## config.mk

```make
export PLATFORM = sky130hd
export DESIGN_NAME = multicycle_control
export DESIGN_NICKNAME = d
export VERILOG_FILES = /design/src/rtl/mc_pkg.sv /design/src/rtl/mc_output_decode.sv /design/src/rtl/multicycle_control.sv
export SDC_FILE = /design/constraint.sdc
export NUM_CORES = 1
export LEC_CHECK = 0
export CAP_MARGIN = 0
export CORE_ASPECT_RATIO = 0.9
export CORE_MARGIN = 10
export CORE_UTILIZATION = 40
export DETAILED_ROUTE_END_ITERATION = 8
export PLACE_DENSITY_LB_ADDON = 0.08
export SYNTH_ARGS = -nofsm -noshare
export SYNTH_HDL_FRONTEND = slang
export SYNTH_SLANG_ARGS = --single-unit
```

## constraint.sdc

```tcl
create_clock -name clk -period 3.6 [get_ports clk]
set_input_delay 0.36 -clock clk [delete_from_list [all_inputs] [get_ports clk]]
set_output_delay 0.36 -clock clk [all_outputs]
set_load 0.01 [all_outputs]
```

## src/rtl/mc_pkg.sv

```systemverilog
// Shared encodings for the multi-cycle MIPS controller: states, opcode/funct
// values, datapath mux codes and the packed control vector.
package mc_pkg;

    typedef enum logic [3:0] {
        INIT     = 4'd0,
        FETCH    = 4'd1,
        DECODE   = 4'd2,
        EXEC_R   = 4'd3,
        EXEC_I   = 4'd4,
        WB_ALU   = 4'd5,
        MEM_ADDR = 4'd6,
        MEM_RD   = 4'd7,
        MEM_WB   = 4'd8,
        MEM_WR   = 4'd9,
        BRANCH   = 4'd10,
        JUMP     = 4'd11,
        JREG     = 4'd12
    } state_t;

    localparam logic [5:0] OP_RTYPE = 6'd0;
    localparam logic [5:0] OP_J     = 6'd2;
    localparam logic [5:0] OP_JAL   = 6'd3;
    localparam logic [5:0] OP_BEQ   = 6'd4;
    localparam logic [5:0] OP_ADDI  = 6'd8;
    localparam logic [5:0] OP_ADDIU = 6'd9;
    localparam logic [5:0] OP_SLTI  = 6'd10;
    localparam logic [5:0] OP_SLTIU = 6'd11;
    localparam logic [5:0] OP_ANDI  = 6'd12;
    localparam logic [5:0] OP_LUI   = 6'd15;
    localparam logic [5:0] OP_LW    = 6'd35;
    localparam logic [5:0] OP_SW    = 6'd43;

    localparam logic [5:0] FN_SLL  = 6'd0;
    localparam logic [5:0] FN_SRL  = 6'd2;
    localparam logic [5:0] FN_SRA  = 6'd3;
    localparam logic [5:0] FN_JR   = 6'd8;
    localparam logic [5:0] FN_JALR = 6'd9;

    localparam logic [1:0] ALUOP_ADD    = 2'd0;
    localparam logic [1:0] ALUOP_SUB    = 2'd1;
    localparam logic [1:0] ALUOP_FUNCT  = 2'd2;
    localparam logic [1:0] ALUOP_OPCODE = 2'd3;

    localparam logic [1:0] PCSRC_ALU    = 2'd0;
    localparam logic [1:0] PCSRC_ALUOUT = 2'd1;
    localparam logic [1:0] PCSRC_JUMP   = 2'd2;
    localparam logic [1:0] PCSRC_REGA   = 2'd3;

    localparam logic [1:0] SRC1_PC    = 2'd0;
    localparam logic [1:0] SRC1_A     = 2'd1;
    localparam logic [1:0] SRC1_SHAMT = 2'd2;

    localparam logic [1:0] SRC2_B      = 2'd0;
    localparam logic [1:0] SRC2_FOUR   = 2'd1;
    localparam logic [1:0] SRC2_IMM    = 2'd2;
    localparam logic [1:0] SRC2_IMM_SH = 2'd3;

    localparam logic [1:0] DST_RT = 2'd0;
    localparam logic [1:0] DST_RD = 2'd1;
    localparam logic [1:0] DST_RA = 2'd2;

    localparam logic [1:0] M2R_ALUOUT = 2'd0;
    localparam logic [1:0] M2R_MDR    = 2'd1;
    localparam logic [1:0] M2R_PC     = 2'd2;

    typedef struct packed {
        logic       pc_write;
        logic       pc_write_cond;
        logic [1:0] pc_src;
        logic       i_or_d;
        logic       mem_read;
        logic       mem_write;
        logic       ir_write;
        logic       reg_write;
        logic [1:0] reg_dst;
        logic [1:0] mem_to_reg;
        logic [1:0] alu_src1;
        logic [1:0] alu_src2;
        logic [1:0] alu_op;
        logic       ext_op;
        logic       lu_op;
        logic       inst_done;
        logic       illegal;
    } ctrl_t;

    function automatic logic is_i_alu(input logic [5:0] op);
        return (op == OP_ADDI) || (op == OP_ADDIU) || (op == OP_SLTI) ||
               (op == OP_SLTIU) || (op == OP_ANDI) || (op == OP_LUI);
    endfunction

    function automatic logic is_known_op(input logic [5:0] op);
        return (op == OP_RTYPE) || (op == OP_J) || (op == OP_JAL) || (op == OP_BEQ) ||
               (op == OP_LW) || (op == OP_SW) || is_i_alu(op);
    endfunction

endpackage

```

## src/rtl/mc_output_decode.sv

```systemverilog
// Combinational control-vector decode from controller state, the current
// instruction fields and the memory-ready handshake.
module mc_output_decode
    import mc_pkg::*;
(
    input  state_t     state,
    input  logic [5:0] OpCode,
    input  logic [5:0] Funct,
    input  logic       MemReady,
    output ctrl_t      ctrl
);

    always_comb begin
        ctrl = '0;
        case (state)
            FETCH: begin
                ctrl.mem_read = 1'b1;
                ctrl.alu_src2 = SRC2_FOUR;
                ctrl.ir_write = MemReady;
                ctrl.pc_write = MemReady;
            end
            DECODE: begin
                // Branch target is computed here, so the offset is sign-extended.
                ctrl.alu_src2 = SRC2_IMM_SH;
                ctrl.ext_op   = 1'b1;
                if (OpCode == OP_RTYPE && Funct == FN_JALR) begin
                    ctrl.reg_write  = 1'b1;
                    ctrl.reg_dst    = DST_RD;
                    ctrl.mem_to_reg = M2R_PC;
                end
                if (!is_known_op(OpCode)) begin
                    ctrl.illegal   = 1'b1;
                    ctrl.inst_done = 1'b1;
                end
            end
            EXEC_R: begin
                ctrl.alu_src1 = (Funct == FN_SLL || Funct == FN_SRL || Funct == FN_SRA)
                              ? SRC1_SHAMT : SRC1_A;
                ctrl.alu_src2 = SRC2_B;
                ctrl.alu_op   = ALUOP_FUNCT;
            end
            EXEC_I: begin
                ctrl.alu_src1 = SRC1_A;
                ctrl.alu_src2 = SRC2_IMM;
                ctrl.alu_op   = ALUOP_OPCODE;
                ctrl.ext_op   = (OpCode != OP_ANDI);
                ctrl.lu_op    = (OpCode == OP_LUI);
            end
            WB_ALU: begin
                ctrl.reg_write  = 1'b1;
                ctrl.mem_to_reg = M2R_ALUOUT;
                ctrl.reg_dst    = (OpCode == OP_RTYPE) ? DST_RD : DST_RT;
                ctrl.inst_done  = 1'b1;
            end
            MEM_ADDR: begin
                ctrl.alu_src1 = SRC1_A;
                ctrl.alu_src2 = SRC2_IMM;
                ctrl.alu_op   = ALUOP_ADD;
                ctrl.ext_op   = 1'b1;
            end
            MEM_RD: begin
                ctrl.mem_read = 1'b1;
                ctrl.i_or_d   = 1'b1;
            end
            MEM_WB: begin
                ctrl.reg_write  = 1'b1;
                ctrl.mem_to_reg = M2R_MDR;
                ctrl.reg_dst    = DST_RT;
                ctrl.inst_done  = 1'b1;
            end
            MEM_WR: begin
                ctrl.mem_write = 1'b1;
                ctrl.i_or_d    = 1'b1;
                ctrl.inst_done = MemReady;
            end
            BRANCH: begin
                ctrl.alu_src1      = SRC1_A;
                ctrl.alu_src2      = SRC2_B;
                ctrl.alu_op        = ALUOP_SUB;
                ctrl.pc_write_cond = 1'b1;
                ctrl.pc_src        = PCSRC_ALUOUT;
                ctrl.inst_done     = 1'b1;
            end
            JUMP: begin
                ctrl.pc_write  = 1'b1;
                ctrl.pc_src    = PCSRC_JUMP;
                ctrl.inst_done = 1'b1;
                if (OpCode == OP_JAL) begin
                    ctrl.reg_write  = 1'b1;
                    ctrl.reg_dst    = DST_RA;
                    ctrl.mem_to_reg = M2R_PC;
                end
            end
            JREG: begin
                ctrl.pc_write  = 1'b1;
                ctrl.pc_src    = PCSRC_REGA;
                ctrl.inst_done = 1'b1;
            end
            default: ;
        endcase
    end

endmodule

```

## src/rtl/multicycle_control.sv

```systemverilog
// Multi-cycle MIPS controller: state register and next-state sequencing;
// control outputs come from mc_output_decode.
module multicycle_control
    import mc_pkg::*;
#(
    parameter logic [3:0] RESET_STATE = 4'd0
) (
    input  logic       clk,
    input  logic       reset,
    input  logic [5:0] OpCode,
    input  logic [5:0] Funct,
    input  logic       MemReady,
    output logic       PCWrite,
    output logic       PCWriteCond,
    output logic [1:0] PCSrc,
    output logic       IorD,
    output logic       MemRead,
    output logic       MemWrite,
    output logic       IRWrite,
    output logic       RegWrite,
    output logic [1:0] RegDst,
    output logic [1:0] MemtoReg,
    output logic [1:0] ALUSrc1,
    output logic [1:0] ALUSrc2,
    output logic [1:0] ALUOp,
    output logic       ExtOp,
    output logic       LuOp,
    output logic       InstDone,
    output logic       Illegal
);

    state_t state, state_next;
    ctrl_t  ctrl;

    always_ff @(posedge clk or negedge reset) begin
        if (!reset) state <= state_t'(RESET_STATE);
        else        state <= state_next;
    end

    always_comb begin
        state_next = state;
        case (state)
            INIT:  state_next = FETCH;
            FETCH: if (MemReady) state_next = DECODE;
            DECODE: begin
                if (OpCode == OP_RTYPE)
                    state_next = (Funct == FN_JR || Funct == FN_JALR) ? JREG : EXEC_R;
                else if (OpCode == OP_LW || OpCode == OP_SW)
                    state_next = MEM_ADDR;
                else if (is_i_alu(OpCode))
                    state_next = EXEC_I;
                else if (OpCode == OP_BEQ)
                    state_next = BRANCH;
                else if (OpCode == OP_J || OpCode == OP_JAL)
                    state_next = JUMP;
                else
                    state_next = FETCH;
            end
            EXEC_R, EXEC_I: state_next = WB_ALU;
            MEM_ADDR: state_next = (OpCode == OP_LW) ? MEM_RD : MEM_WR;
            MEM_RD:   if (MemReady) state_next = MEM_WB;
            MEM_WR:   if (MemReady) state_next = FETCH;
            WB_ALU, MEM_WB, BRANCH, JUMP, JREG: state_next = FETCH;
            default:  state_next = INIT;
        endcase
    end

    mc_output_decode u_decode (
        .state    (state),
        .OpCode   (OpCode),
        .Funct    (Funct),
        .MemReady (MemReady),
        .ctrl     (ctrl)
    );

    assign PCWrite     = ctrl.pc_write;
    assign PCWriteCond = ctrl.pc_write_cond;
    assign PCSrc       = ctrl.pc_src;
    assign IorD        = ctrl.i_or_d;
    assign MemRead     = ctrl.mem_read;
    assign MemWrite    = ctrl.mem_write;
    assign IRWrite     = ctrl.ir_write;
    assign RegWrite    = ctrl.reg_write;
    assign RegDst      = ctrl.reg_dst;
    assign MemtoReg    = ctrl.mem_to_reg;
    assign ALUSrc1     = ctrl.alu_src1;
    assign ALUSrc2     = ctrl.alu_src2;
    assign ALUOp       = ctrl.alu_op;
    assign ExtOp       = ctrl.ext_op;
    assign LuOp        = ctrl.lu_op;
    assign InstDone    = ctrl.inst_done;
    assign Illegal     = ctrl.illegal;

endmodule

```

==> results.json, run 1 <==
{
  "synthArstFlopShare_pct": 100.0,
  "final.period_utilization_pct": 78.75,
  "die_w_um": 66.50,
  "top_regs": "state (4)",
  "synth.top_cell.area_share_pct": 12.86,
  "max_slew_margin_pct": 59.35,
  "drt_iter0_markers": 50,
  "vias": 973,
  "crit_path_max_incr_delay_ns": 0.58,
  "ys_seq_elements": 4,
  "overflow": 0,
  "synth_warnings": 0,
  "seq_area_frac_synth_pct": 12.86,
  "hold_path_class": "in2async",
  "final_nets": 163,
  "final_common_cell": "clkdlybuf4s50_1",
  "cp_common_cell": "clkdlybuf4s50_1",
  "crit_slowest_cell": "clkdlybuf4s50_1",
  "synth_top_area_cell": "dfrtp_1",
  "powerDensity_nw_per_um2": 607.8,
  "drt-pass1-iter-count": 4,
  "grt_max_degree": 20,
  "route.detailed.drc": 0,
  "cp-start-kind": "input pin",
  "holdBufCountCts": 0,
  "clk_pin_slew_worst_paths_ns": 0.04,
  "clock_path_buffers": 2,
  "regMostFlops": "state",
  "syn_inst": 113,
  "pre_cts_slack_ns": 0.7976,
  "ant_nets": 0,
  "diodes": 0,
  "grt_first_pass_wirelength_mm": 4.319,
  "p_leak_nw": 0.4055,
  "status": "complete, no violations",
  "wl_per_cell_um": 15.95,
  "worstMarginPinSlew_ns": 0.6097,
  "ff_latch_area_um2": 100.1,
  "cap_violations": 0,
  "maxSlewViolCount": 0,
  "synth_flop_cell": "dfrtp_1",
  "numPortBuffers": 37,
  "crit_chain": "clkdlybuf4s50_1 -> nor2_1 -> nand3_1 -> nor4_4 -> o21bai_2 -> o21bai_1 -> clkdlybuf4s50_1",
  "gp_congestion": 0.8342,
  "area_growth_syn_to_layout_pct": 48.55,
  "multi_input_area_um2": 616.8,
  "start_util_pct": 41.47,
  "fillers": 178,
  "netlist-cell-type-count": 42,
  "rows": 15,
  "clock_sinks": 4,
  "cp_data_required_time_ns": 3.24,
  "power_mw": 0.7027,
  "avgViaCountPerCell": 5.690,
  "fmax_mhz": 352.7,
  "dieArea_um2": 4112,
  "endpoint_kind": "output pin",
  "htreeDepth": 1,
  "synth_edf_count": 0,
  "ys_top_cells_by_area": "dfrtp_1, nor2_1, a21oi_1",
  "avgSynthCellArea_um2": 6.887,
  "hpwl_mm": 2.098,
  "cts_tree": "done",
  "cts_resized": 0,
  "post_cts_buffers": 0,
  "wirelength_mm": 2.728,
  "insertion_delay_ns": 0.24,
  "synth_fp_nets": 128,
  "coreArea_um2": 1877,
  "utilization_pct": 61.60,
  "skew_ns": 0.005622,
  "ios": 38,
  "die_h_um": 61.85,
  "grt_pass1_vias": 920,
  "timing.final.crit_period_ns": 2.835,
  "critical_path_arrival_ns": 2.47,
  "critical_path_class": "in2out",
  "layout-drive-gt1-share_pct": 8.904,
  "setup_ws_ns": 0.7650,
  "rsz0062_at_grt": "false",
  "netlist_area_um2": 778.2,
  "grt_usage_pct": 12.88,
  "layout_common_cells": "clkdlybuf4s50_1, nor2_1, a21oi_1, nand2_1, nor2b_1",
  "cp_max_fo": 8,
  "finalSetupViolCount": 0,
  "cts-root-buf": "clkbuf_4",
  "fin_tns_setup_ns": 0,
  "numCtsBuffers": 3,
  "largest_reg_flops": 4,
  "antenna_found_initial": 0,
  "vdd_drop_max_mv": 0.4859,
  "hold_viol": 0
}
cell usage after synthesis, types with 2 or more instances:
cell and instances:
nor3_2 2, o22ai_1 3, nor2b_1 7, buf_2 4
o32ai_1 2, o311ai_0 2, dfrtp_1 4, inv_1 4
nand2_1 10, nor4b_1 2, o21ai_0 4, nor3_1 5
buf_6 2, a31oi_1 3, o21a_1 2, nand3_1 2
or3_1 2, nor2_1 18, a21oi_1 11, nand4_1 2
worst paths after layout:
check,start,end,slack (ns),cells after the start
hold / removal,reset,state[1]$_DFFE_PN0P_,0.32,1
hold reg to reg,state[3]$_DFFE_PN0P_,state[2]$_DFFE_PN0P_,0.83,1
setup reg to reg,state[0]$_DFFE_PN0P_,state[1]$_DFFE_PN0P_,1.91,3
max in group asynchronous,reset,state[2]$_DFFE_PN0P_,3.11,1
setup / recovery,OpCode[2],RegWrite,0.77,7
min in group clk,state[3]$_DFFE_PN0P_,state[2]$_DFFE_PN0P_,0.83,1
cell type report:
type / count / share of cell area [%]
Multi-Input combinational cell: 98 / 53.35
Timing Repair Buffer: 37 / 32.03
Sequential cell: 4 / 8.658
Tap cell: 25 / 2.706
Clock buffer: 3 / 1.948
Inverter: 4 / 1.299
worst max-delay path: cells and delay by family:
kind                   cells  cell delay (ns)
buffers and inverters      2             1.14
and+or+nand+nor            3             0.67
AOI/OAI and AO/OA          2             0.31
where the power goes:
part	internal, mW	total [mW]	switching, mW
combinational	0.264	0.495	0.231
sequential	0.0621	0.151	0.0891
clock	0.0374	0.0566	0.0193
total	0.364	0.703	0.339
metal layers:
metal | global-route usage (%) | part of all wire (%) | routed length [um]
met1 | 16.30 | 46 | 1242
met2 | 20.46 | 46 | 1262
met3 | 4.122 | 7.7 | 209
met4 | 3.582 | 0.51 | 14
met5 | 0 | 0 | 0
per-stage QoR:
stage          area [um^2]  instances  hold slack, ns
6_report              1156        171          0.3193
5_1_grt               1156        171          0.3521
4_1_cts               1156        171          0.3246
3_5_place_dp          1134        168          0.5795
3_3_place_gp          1134        168          0.5636
2_1_floorplan        778.2        113         0.06441
kinds of logic after synthesis:
group                  Yosys count  share of synthesized area, %
XOR/XNOR                         1                         1.126
multiplexers                     1                         1.286
buffers and inverters           11                         7.877
flip-flops                       4                         12.86
AO/OA/AOI/OAI                   34                         30.87
AND/OR/NAND/NOR                 62                         45.98
(Power assumes the default switching activity.)
==> run 2, diff against run 1 <==
==> constraint.sdc (replaced) <==
create_clock -name clk -period 2.9 [get_ports clk]
set_input_delay 0.29 -clock clk [delete_from_list [all_inputs] [get_ports clk]]
set_output_delay 0.29 -clock clk [all_outputs]
set_load 0.01 [all_outputs]
==> run 2 against run 1 <==
  * Wire length shrank 4.4%
  * Via count shrank 1.6%
  * Clock-buffer cell count is the same
  * Clock skew shrank 0.0038 ns
  * Global-route usage shrank 0.29 points
  * First-iteration DRC count shrank 18%
  * Total power grew 27%
  * Highest routed layer is now met3
==> results.json, run 2 (synthesized netlist as in run 1, its figures left out) <==
{
  "clock_path_buffers": 2,
  "critical_path_arrival_ns": 2.36,
  "die_h_um": 61.85,
  "final_common_cell": "clkdlybuf4s50_1",
  "ant_nets": 0,
  "critical_path.top_delay_family": "buffers and inverters",
  "route.detailed.drc": 0,
  "maxSlewViolCount": 0,
  "rows": 15,
  "gp_congestion": 0.8364,
  "clk_pin_slew_worst_paths_ns": 0.04,
  "max_slew_margin_pct": 63.90,
  "fin_tns_setup_ns": 0,
  "overflow": 0,
  "grt_first_pass_wirelength_mm": 4.188,
  "hold_path_class": "in2async",
  "insertion_delay_ns": 0.23,
  "critical_path_class": "in2out",
  "htreeDepth": 1,
  "die_w_um": 66.50,
  "timing.final.crit_period_ns": 2.652,
  "p_leak_nw": 0.4203,
  "cap_violations": 0,
  "vias": 957,
  "antenna_found_initial": 0,
  "avgViaCountPerCell": 5.500,
  "r2r_slack_ns": 1.38,
  "post_cts_buffers": 0,
  "status": "complete, no violations",
  "ios": 38,
  "skew_ns": 0.001809,
  "reg2reg_from": "state[0]$_DFFE_PN0P_",
  "cp_max_fo": 8,
  "cp-start-kind": "input pin",
  "finalSetupViolCount": 0,
  "numCtsBuffers": 3,
  "cp_common_cell": "clkdlybuf4s50_1",
  "dieArea_um2": 4112,
  "rsz0062_at_grt": "false",
  "diodes": 0,
  "vdd_drop_max_mv": 0.5639,
  "layout_common_cells": "clkdlybuf4s50_1, nor2_1, a21oi_1, nand2_1, nor2b_1",
  "coreArea_um2": 1877,
  "fmax_mhz": 377.1,
  "utilization_pct": 62.80,
  "ff2ff_path_depth": 5,
  "powerDensity_nw_per_um2": 756.4,
  "final_nets": 166,
  "cts_tree": "done",
  "crit_slowest_cell": "clkdlybuf4s50_1",
  "start_util_pct": 41.47,
  "cp_num_buf_inv": 2,
  "drt_iter0_markers": 41,
  "clock_sinks": 4,
  "drt-pass1-iter-count": 4,
  "grt_usage_pct": 12.59,
  "r2r-end": "state[3]$_DFFE_PN0P_",
  "power_mw": 0.8915,
  "cts-root-buf": "clkbuf_4",
  "hold_viol": 0,
  "holdBufCountCts": 0,
  "crit_path_max_incr_delay_ns": 0.57,
  "largest_reg_flops": 4,
  "layout-drive-gt1-share_pct": 10.74,
  "regMostFlops": "state",
  "cts_resized": 0,
  "numPortBuffers": 37,
  "wirelength_mm": 2.609,
  "top_regs": "state (4)",
  "hpwl_mm": 2.095,
  "grt_pass1_vias": 854,
  "grt_max_degree": 16,
  "area_growth_syn_to_layout_pct": 51.45,
  "worstMarginPinSlew_ns": 0.5414,
  "crit_chain": "clkdlybuf4s50_1 -> nor2_1 -> nand3_1 -> nor4_4 -> o21bai_2 -> o21bai_1 -> clkdlybuf4s50_1",
  "cp_data_required_time_ns": 2.61,
  "endpoint_kind": "output pin",
  "wl_per_cell_um": 14.99,
  "final.period_utilization_pct": 91.45
}
==> run 2: cell count changes in the layout (fill, tap and decap cells not counted), sizes merged <==
cell	change
buf	+3
==> run 2: area by class of cell <==
type,instances,area (um^2)
Inverter,4,15.01
Sequential cell,4,100.1
Tap cell,25,31.28
Timing Repair Buffer,40,392.9
Fill cell,189,698.2
Clock buffer,3,22.52
Multi-Input combinational cell,98,616.8
==> run 2: stage by stage <==
stage          setup slack, ns  cells  cell area [um^2]  hold WS [ns]
6_report                0.2478    174              1179        0.2594
2_1_floorplan            1.166    113             778.2     -0.005591
5_1_grt                 0.1038    174              1179        0.2696
4_1_cts                 0.2524    174              1179        0.2606
3_3_place_gp            0.2786    171              1156        0.4939
3_5_place_dp            0.2736    171              1156        0.5012
==> run 2: worst max path at each step <==
stage	start	depth (start not counted)	slack [ns]	end
global placement	OpCode[2]	7	0.28	RegWrite
CTS	OpCode[2]	7	0.25	RegWrite
global route	OpCode[2]	7	0.10	RegWrite
finish	OpCode[2]	7	0.25	RegWrite
detailed placement	OpCode[2]	7	0.27	RegWrite
floorplan	state[2]$_DFFE_PN0P_	6	1.17	RegWrite
==> run 2: where the power goes <==
group / total (mW) / switching (mW) / internal [mW]
combinational: 0.683 / 0.330 / 0.353
sequential: 0.142 / 0.0635 / 0.0783
clock: 0.0669 / 0.0207 / 0.0462
==> run 2: metal layers <==
metal | share of wire (%) | routed length (um) | track usage, %
met5 | 0 | 0 | 0
met2 | 46 | 1201 | 19.24
met4 | 0 | 0 | 1.791
met3 | 8.0 | 209 | 5.018
met1 | 46 | 1199 | 16.53
